`src/rtl/ps2_pkg.sv`:
```
`default_nettype none
// ============================================================================
// Module      : ps2_pkg
// Description : Shared types and constants for the PS/2 key-to-hex source.
//               Holds the scan-code decoder state encoding and the PS/2
//               protocol byte values and frame length.
// Revision    : 1.0 - initial release
// ============================================================================
package ps2_pkg;

    // Scan-code decoder states: plain, after F0, after E0, after E0 F0.
    typedef enum logic [1:0] {
        IDLE    = 2'd0,
        BRK     = 2'd1,
        EXT     = 2'd2,
        EXT_BRK = 2'd3
    } ps2_state_t;

    localparam logic [7:0] PS2_EXT        = 8'hE0;
    localparam logic [7:0] PS2_BRK        = 8'hF0;
    localparam int         PS2_FRAME_BITS = 11;

endpackage
`default_nettype wire

```
`src/rtl/ps2_rx.sv`:
```
`default_nettype none
// ============================================================================
// Module      : ps2_rx
// Description : PS/2 frame receiver. Synchronises the raw PS/2 clock and
//               data, detects falling clock edges, shifts in 11-bit frames
//               LSB first and checks start/odd-parity/stop.
//               Optional watchdog enabled by defining PS2_TIMEOUT_EN.
// Ports       : clk, clrn (async active-low reset)
//               ps2_clk, ps2_data   raw connector inputs
//               rx_byte             received data byte
//               byte_vld            1-cycle pulse, rx_byte valid
//               frame_err           1-cycle pulse on rejected/aborted frame
// Revision    : 1.0 - initial release
// ============================================================================
module ps2_rx
    import ps2_pkg::*;
#(
    parameter int SYNC_STAGES    = 2,
    parameter int TIMEOUT_CYCLES = 50000
) (
    input  logic       clk,
    input  logic       clrn,
    input  logic       ps2_clk,
    input  logic       ps2_data,
    output logic [7:0] rx_byte,
    output logic       byte_vld,
    output logic       frame_err
);

    logic [SYNC_STAGES-1:0] r_clk_sync;
    logic [SYNC_STAGES-1:0] r_data_sync;
    logic                   r_clk_prev;
    logic [3:0]             r_bitcnt;
    logic [9:0]             r_shift;
    logic [7:0]             r_byte;
    logic                   r_vld;
    logic                   r_err;

    logic                   w_clk_cur;
    logic                   w_data;
    logic                   w_fall;
    logic                   w_last;
    logic [10:0]            w_frame;
    logic                   w_frame_ok;
    logic                   w_timeout;

    // Synchronisers idle at 1 so reset release never fakes a falling edge.
    always_ff @(posedge clk or negedge clrn) begin
        if (!clrn) begin
            r_clk_sync  <= '1;
            r_data_sync <= '1;
            r_clk_prev  <= 1'b1;
        end else begin
            r_clk_sync  <= {r_clk_sync[SYNC_STAGES-2:0], ps2_clk};
            r_data_sync <= {r_data_sync[SYNC_STAGES-2:0], ps2_data};
            r_clk_prev  <= w_clk_cur;
        end
    end

    assign w_clk_cur = r_clk_sync[SYNC_STAGES-1];
    assign w_data    = r_data_sync[SYNC_STAGES-1];
    assign w_fall    = r_clk_prev & ~w_clk_cur;

    // The shift register only holds the first ten bits; the eleventh (stop)
    // bit is taken straight from the synchroniser on the final edge.
    assign w_frame    = {w_data, r_shift};
    assign w_last     = (r_bitcnt == 4'(PS2_FRAME_BITS - 1));
    assign w_frame_ok = ~w_frame[0] & (^w_frame[9:1]) & w_frame[10];

`ifdef PS2_TIMEOUT_EN
    localparam int                c_wdog_w    = $clog2(TIMEOUT_CYCLES) + 1;
    localparam logic [c_wdog_w-1:0] c_wdog_last = c_wdog_w'(TIMEOUT_CYCLES - 1);

    logic [c_wdog_w-1:0] r_wdog;

    assign w_timeout = (r_bitcnt != 4'd0) && (r_wdog == c_wdog_last);

    // Counts idle cycles inside a partially received frame.
    always_ff @(posedge clk or negedge clrn) begin
        if (!clrn) begin
            r_wdog <= '0;
        end else if (w_fall || (r_bitcnt == 4'd0) || w_timeout) begin
            r_wdog <= '0;
        end else begin
            r_wdog <= r_wdog + 1'b1;
        end
    end
`else
    logic w_unused_timeout;

    assign w_timeout        = 1'b0;
    assign w_unused_timeout = (TIMEOUT_CYCLES > 0);
`endif

    always_ff @(posedge clk or negedge clrn) begin
        if (!clrn) begin
            r_bitcnt <= 4'd0;
            r_shift  <= '0;
            r_byte   <= 8'd0;
            r_vld    <= 1'b0;
            r_err    <= 1'b0;
        end else begin
            r_vld <= 1'b0;
            r_err <= 1'b0;
            if (w_fall) begin
                if (w_last) begin
                    r_bitcnt <= 4'd0;
                    if (w_frame_ok) begin
                        r_vld  <= 1'b1;
                        r_byte <= w_frame[8:1];
                    end else begin
                        r_err  <= 1'b1;
                    end
                end else begin
                    r_bitcnt <= r_bitcnt + 4'd1;
                    r_shift  <= w_frame[10:1];
                end
            end else if (w_timeout) begin
                r_bitcnt <= 4'd0;
                r_err    <= 1'b1;
            end
        end
    end

    assign rx_byte   = r_byte;
    assign byte_vld  = r_vld;
    assign frame_err = r_err;

endmodule
`default_nettype wire

```
`src/rtl/ps2_key_hex_src.sv`:
```
`default_nettype none
// ============================================================================
// Module      : ps2_key_hex_src
// Description : PS/2 keyboard source for the board's 7-segment hex decoders.
//               Tracks make/break/extended scan codes, counts distinct key
//               presses and presents code and count as nibbles + enables.
//               Optional receiver watchdog enabled by defining PS2_TIMEOUT_EN.
// Ports       : clk, clrn (async active-low reset)
//               ps2_clk, ps2_data   raw PS/2 connector inputs
//               code_lo/code_hi     nibbles of last make code
//               code_en             1 while that key is held
//               cnt_lo/cnt_hi       nibbles of 8-bit press counter
//               cnt_en              press-count display enable (always on)
//               ext                 last make code was E0-prefixed
//               frame_err           1-cycle pulse on a rejected frame
// Revision    : 1.0 - initial release
// ============================================================================
module ps2_key_hex_src
    import ps2_pkg::*;
#(
    parameter int SYNC_STAGES    = 2,
    parameter int TIMEOUT_CYCLES = 50000
) (
    input  logic       clk,
    input  logic       clrn,
    input  logic       ps2_clk,
    input  logic       ps2_data,
    output logic [3:0] code_lo,
    output logic [3:0] code_hi,
    output logic       code_en,
    output logic [3:0] cnt_lo,
    output logic [3:0] cnt_hi,
    output logic       cnt_en,
    output logic       ext,
    output logic       frame_err
);

    logic [7:0] w_byte;
    logic       w_byte_vld;
    logic       w_press_ext;
    logic       w_new_press;
    logic       w_brk_hit;

    ps2_state_t r_state;
    logic [7:0] r_code;
    logic       r_ext;
    logic       r_code_en;
    logic [7:0] r_cnt;

    ps2_rx #(
        .SYNC_STAGES   (SYNC_STAGES),
        .TIMEOUT_CYCLES(TIMEOUT_CYCLES)
    ) u_rx (
        .clk      (clk),
        .clrn     (clrn),
        .ps2_clk  (ps2_clk),
        .ps2_data (ps2_data),
        .rx_byte  (w_byte),
        .byte_vld (w_byte_vld),
        .frame_err(frame_err)
    );

    // A make code only counts when it is not a typematic repeat of the key
    // currently held (same byte and same E0 qualifier).
    assign w_press_ext = (r_state == EXT);
    assign w_new_press = !r_code_en || (w_byte != r_code) || (w_press_ext != r_ext);

    // A break only releases the held key if its E0 qualifier matches too.
    assign w_brk_hit   = (w_byte == r_code) &&
                         (((r_state == BRK) && !r_ext) || ((r_state == EXT_BRK) && r_ext));

    always_ff @(posedge clk or negedge clrn) begin
        if (!clrn) begin
            r_state   <= IDLE;
            r_code    <= 8'd0;
            r_ext     <= 1'b0;
            r_code_en <= 1'b0;
            r_cnt     <= 8'd0;
        end else if (w_byte_vld) begin
            case (r_state)
                IDLE: begin
                    if (w_byte == PS2_EXT) begin
                        r_state <= EXT;
                    end else if (w_byte == PS2_BRK) begin
                        r_state <= BRK;
                    end else begin
                        if (w_new_press) r_cnt <= r_cnt + 8'd1;
                        r_code    <= w_byte;
                        r_ext     <= 1'b0;
                        r_code_en <= 1'b1;
                    end
                end
                EXT: begin
                    if (w_byte == PS2_BRK) begin
                        r_state <= EXT_BRK;
                    end else begin
                        if (w_new_press) r_cnt <= r_cnt + 8'd1;
                        r_code    <= w_byte;
                        r_ext     <= 1'b1;
                        r_code_en <= 1'b1;
                        r_state   <= IDLE;
                    end
                end
                default: begin
                    if (w_brk_hit) r_code_en <= 1'b0;
                    r_state <= IDLE;
                end
            endcase
        end
    end

    assign code_lo = r_code[3:0];
    assign code_hi = r_code[7:4];
    assign code_en = r_code_en;
    assign ext     = r_ext;
    assign cnt_lo  = r_cnt[3:0];
    assign cnt_hi  = r_cnt[7:4];
    // The press count is always shown, including its leading zero digit.
    assign cnt_en  = 1'b1;

endmodule
`default_nettype wire

```
`config.mk`:
```
export PLATFORM = sky130hd
export DESIGN_NAME = ps2_key_hex_src
export DESIGN_NICKNAME = d
export VERILOG_FILES = /design/src/rtl/ps2_pkg.sv /design/src/rtl/ps2_rx.sv /design/src/rtl/ps2_key_hex_src.sv
export SDC_FILE = /design/constraint.sdc
export NUM_CORES = 1
export LEC_CHECK = 0
export ABC_AREA = 1
export BUFFER_PORTS_ARGS = -buffer_cell sky130_fd_sc_hd__buf_2
export CORE_AREA = 2 2 79 81
export CTS_CLUSTER_SIZE = 25
export DETAILED_ROUTE_END_ITERATION = 6
export DIE_AREA = 0 0 81 83
export GPL_ROUTABILITY_DRIVEN = 1
export PLACE_DENSITY_LB_ADDON = 0.15
export RECOVER_POWER = 50
export SLEW_MARGIN = 30
export SYNTH_ARGS = -nofsm -noshare
export SYNTH_HDL_FRONTEND = slang
export SYNTH_HIERARCHICAL = 1
export SYNTH_SLANG_ARGS = --single-unit
```
`constraint.sdc`:
```
create_clock -name clk -period 2 [get_ports clk]
set_input_delay 0.1 -clock clk [delete_from_list [all_inputs] [get_ports clk]]
set_output_delay 0.1 -clock clk [all_outputs]
set_load 0.01 [all_outputs]
```
---- Yosys cells after proc, flatten, opt, wreduce, memory -nomap -nowiden ----
Index checks and enable logic that the tools add are counted.
W data, S select, Z words.
word-level totals
  output and inout bits ................... 20
  word-level logic and storage cells ...... 78
  bits in registers ....................... 49
  bits of input ports ..................... 4
operators by class
  bitwise operators ....................... 6
  eq/ne operators ......................... 13
  muxes and demuxes ....................... 26
  add/sub/neg operators ................... 2
  reductions and logical operators ........ 18
operators with widths
  operator               count
  $mux W8                5
  $pmux W8 S2            2
  $eq A8 B8 Y1 const B   2
  $mux W1                12
  $reduce_and A3 Y1      3
  $reduce_xor A9 Y1      1
  $add A8 B1 Y8 const B  1
  $eq A8 B8 Y1           1
  $ne A8 B8 Y1           1
  $mux W2                3
  $ne A2 B2 Y1 const B   3
  $reduce_and A5 Y1      1
  $add A4 B1 Y4 const B  1
  $eq A2 B2 Y1 const B   2
  $eq A4 B4 Y1 const B   1
  $mux W4                1
  $pmux W1 S2            2
  $pmux W2 S2            1
  $reduce_and A2 Y1      2
  $and A1 B1 Y1          3
  $logic_and A1 B1 Y1    3
  $logic_or A1 B1 Y1     3
  $ne A3 B3 Y1 const B   1
  $not A1 Y1             3
  other kinds (6)        7

---- Logic depth before layout (Yosys ltp) ----
  word-level depth ........................ 7
  depth in mapped cells ................... 12

---- Hierarchy ----
The synthesis kept the hierarchy.
modules (own cells, without submodules)
  module           instances  cells an instance  sequential area each (µm²)  area each (µm²)
  ps2_key_hex_src  1          163                500.5                       1292.5
  ps2_rx           1          139                732.0                       1252.5

---- Worst setup path after synthesis ----
OpenSTA, ideal clock, no wires.
  path kind ............................... reg-to-reg
  from .................................... register u_rx.r_clk_prev
  to ...................................... register u_rx.r_bitcnt[2]
  path buffers ............................ 1
  period minus slack after synthesis ...... 1427 ps
  path slack .............................. 573 ps
  arrival ................................. 1303 ps
  stages on the path, launching flop included .. 9
  setup time .............................. 123 ps
  cells stage by stage .................... dfstp_2 > inv_1 > nor2_1 > inv_1 > nor2_1 > buf_2 > inv_1 > o21ai_0 > a21oi_1
on the way
  cells in the longest elaborated chain, start to end .. 1
RTL lines
  item                    RTL line       text
  from (decl)             ps2_rx.sv:32   logic r_clk_prev;
  from (signal assigned)  ps2_rx.sv:56   r_clk_prev <= w_clk_cur;
  $and A1 B1 Y1           ps2_rx.sv:62   assign w_fall = r_clk_prev & ~w_clk_cur;
  to (signal assigned)    ps2_rx.sv:115  r_bitcnt <= r_bitcnt + 4'd1;
  to (decl)               ps2_rx.sv:33   logic [3:0] r_bitcnt;
Every way passes these cells.
A chain may end at the register's enable or synchronous reset.

---- Worst setup path after layout ----
  from .................................... register u_rx.r_shift[6]
  to ...................................... register u_rx.r_byte[4] (netlist: u_rx/rx_byte[4])
on the way
  cells in the longest elaborated chain, start to end .. 4
RTL lines
  item                         RTL line       text
  from (decl)                  ps2_rx.sv:34   logic [9:0] r_shift;
  from (signal assigned)       ps2_rx.sv:116  r_shift <= w_frame[10:1];
  $reduce_xor A9 Y1            ps2_rx.sv:68   assign w_frame_ok = ~w_frame[0] & (^w_frame[9:1]) & w_frame[10];
  $and A1 B1 Y1 (2 in series)  ps2_rx.sv:68
  $reduce_and A3 Y1 (no line)  n/a
  to (signal assigned)         ps2_rx.sv:110  r_byte <= w_frame[8:1];
  to (decl)                    ps2_rx.sv:35   logic [7:0] r_byte;
Every way passes these cells.

==> summary.md <==
| Metric | Value |
|---|---|
| Initial antenna violation count | 0 |
| Final ANT Viol Nets | 0 |
| Worst slew margin | 49.9% |
| Antenna cells | 0 |
| Crit-path slowest cell | dfrtp_1 |
| GRT Resource Usage Total | 15.5% |
| RSZ-0062 raised after global routing | false |
| Io pins | 24 |
| Total congestion overflow | 0 |
| Period utilization | 75.2% |
| WP depth | 12 |
| Crit. End Element | flop |
| Leak | 0.00141 uW |
| CTS H-tree depth | 2 |
| Synthesized area | 0.00254 mm^2 |
| Final min period | 1.50 ns |
| GP Congestion | 0.710 |
| Fin util | 48.9% |
| Die extent in x | 81 um |
| Sequential standard cell area | 0.00123 mm^2 |
| Pwr/cell area | 1010 mW/mm^2 |
| Largest net degree at the start of global routing | 26 |
| FMAX | 665 MHz |
| Syn Area/Cell | 8.43 um^2 |
| Setup violators final | 0 |
| Die area | 0.00672 mm^2 |
| Number of global-route vias before repair | 1791 |
| Area of the multi-input gates | 0.00112 mm^2 |
| VDD IR max | 0.000499 V |
| First-pass GRT wire length | 8.21 mm |
| Vias after detailed routing | 1917 |
| Setup ws final | 0.497 ns |
| Worst hold path type | input port to async pin |
| Sink Count | 49 |
| Post-Syn Instances | 302 |
| Most used cell, CP | nand2_1 |
| CP max FO | 10 |
| Placed cell areas | 0.00272 mm^2 |
| 1st-pass router iterations | 4 |
| Top cell type's share of synthesized area | 43.3% |
| Worst-path clk slew | 0.09 ns |
| Max clock buf depth | 2 |
| Most common cell after layout, fill and taps aside | nand2_1 |
| Outcome | completed |
| Port Buf Inserts | 22 |
| Post-route DRC | 0 |
| Distinct cells, synth | 32 |
| Core area | 0.00582 mm^2 |
| Final hold vios | 0 |
| Layout overhead on the synthesized area | 11.7% |
| Slowest cell delay on critical path | 0.44 ns |
| Biggest area consumer among synthesized cells | dfrtp_1 |
| Area contributors post-synth | dfrtp_1, nand2_1, dfstp_2, inv_1, o21ai_0 |
| Worst-skew pair later-pin latency | 0.30 ns |
| Max-cap check violation count | 0 |
| Starting Density | 43.8% |
| CP startpoint kind | flop |
| CTS tree | done |
| CTS Buf Count | 5 |
| Nets | 336 |
| Most frequent cells in the layout | nand2_1, dfrtp_1, inv_1 |
| CTS root buffer | clkbuf_8 |
| Clock skew | 0.00839 ns |
| Final Slew Violations | 0 |
| Std-Cell Rows | 28 |
| Hpwl dp | 3.41 mm |
| WL final | 4.62 mm |
| Die H | 83 um |
| First DRT Iteration DRCs | 39 |
| Ys Warns | 6 |
| Crit path max-delay family | simple AND/OR/NAND/NOR gates |
| WP data arrival | 1.70 ns |
| CP Data Required Time | 2.19 ns |
| Cells on worst reg2reg path | 12 |
| DR vias/cell | 4.71 |
| Syn nets | 307 |
| CP Cell Sequence | inv_1, nand2_1, nand2_1, nand2_2, nand2_1, nand2_2, nand2_1, nand2_2, nand2_4, nand3_4, nand2_1, nand2_1 |
| Synthesized flop and latch total | 49 |
| Dpl ws | 0.489 ns |
| Fill count | 572 |
| Setup TNS | 0 ns |
| Routed len/inst | 11.4 um |
| Slew @ Worst Pin | 0.752 ns |
| Critical path class | flop to flop |
| WP buf/inv | 1 |
| Sequential area share after synthesis | 48.4% |
| Share of cells above drive strength 1 | 17.5% |
| Cell area after layout | 0.00284 mm^2 |
| Post-CTS setup buffers | 0 |
## registers in the layout, summed over array words and instances, names as in the netlist
name and cells:
code_en 1, u_rx/r_clk_prev 1, u_rx/r_data_sync 2, u_rx/rx_byte 8
u_rx/r_clk_sync 2, u_rx/byte_vld 1, u_rx/r_shift 10, r_state 2
u_rx/r_bitcnt 4, r_code 8, r_cnt 8, ext 1
u_rx/frame_err 1
## synthesized netlist by cell type, drive strengths merged
cell type / number
dfrtp: 44
clkbuf: 1
dfstp: 5
inv: 38
xnor2: 6
nor2: 17
o211ai: 2
nand2: 117
nand4: 9
nor3: 2
a21oi: 6
conb: 1
a31oi: 1
o21ai: 20
a21o: 1
buf: 5
nand3: 21
ha: 1
xor2: 3
o21a: 2
## power by group
part	switching [uW]	internal [uW]	total [uW]
Combinational	539	287	826
Sequential	154	1140	1300
Clock	342	407	749
## repair_timing
item,4_1_cts,5_1_grt
gates resized for setup,0,0
endpoints found under the setup margin,0,0
hold endpoints to repair,21,0
hold buffers,3,0
## layer usage
metal / wire length (um) / track usage (%) / up-vias / share of wire [%]
met2: 2250 / 25.4 / 20 / 49
met5: 0 / 0 / - / 0
li1: - / - / 1009 / -
met1: 2170 / 20.2 / 884 / 47
met3: 136 / 3.26 / 4 / 2.9
met4: 63 / 5.08 / 0 / 1.4
## stage by stage
step | hold WS [ns] | std cells | total power, uW
after detailed placement | 0.136 | 396 | 2160
after global placement | 0.130 | 396 | 2140
after CTS | 0.350 | 407 | 2920
after global routing | 0.365 | 407 | 3120
after floorplan | -0.196 | 302 | 1970
final | 0.321 | 407 | 2870
## cell families after synthesis
kind of cell / Yosys count / synth area share (%)
xor+xnor: 9 / 3.10
compound gates: 32 / 7.72
buf+inv: 44 / 7.47
simple gates: 166 / 32.6
fa+ha+maj: 1 / 0.492
flops: 49 / 48.4
other cells: 1 / 0.147
## worst paths after layout
path                                    startpoint                  to  slack [ns]
min in group clk                u_rx/r_clk_sync[0]  u_rx/r_clk_sync[1]        0.36
worst max-delay path               u_rx/r_shift[6]     u_rx/rx_byte[4]        0.50
worst min register to register  u_rx/r_clk_sync[0]  u_rx/r_clk_sync[1]        0.36
worst min-delay path                          clrn          r_state[1]        0.32
max in group asynchronous                     clrn                 ext        0.62
worst max register to register     u_rx/r_shift[6]     u_rx/rx_byte[4]        0.50
## worst reg2reg max path: stages, from the launching register on
cell and delay [ns]:
dfrtp_1 0.44, inv_1 0.11, nand2_1 0.06, nand2_1 0.08, nand2_2 0.05, nand2_1 0.08
nand2_2 0.06, nand2_1 0.07, nand2_2 0.06, nand2_4 0.11, nand3_4 0.13, nand2_1 0.11
nand2_1 0.05
## final cells by class
class / instances / share of cell area (%)
Timing Repair Buffer: 28 / 4.62
Clock inverter: 2 / 1.32
Multi-Input combinational cell: 209 / 39.5
Inverter: 38 / 5.02
Sequential cell: 49 / 43.4
Clock buffer: 6 / 2.90
Tap cell: 75 / 3.30
(Power assumes the default switching activity.)
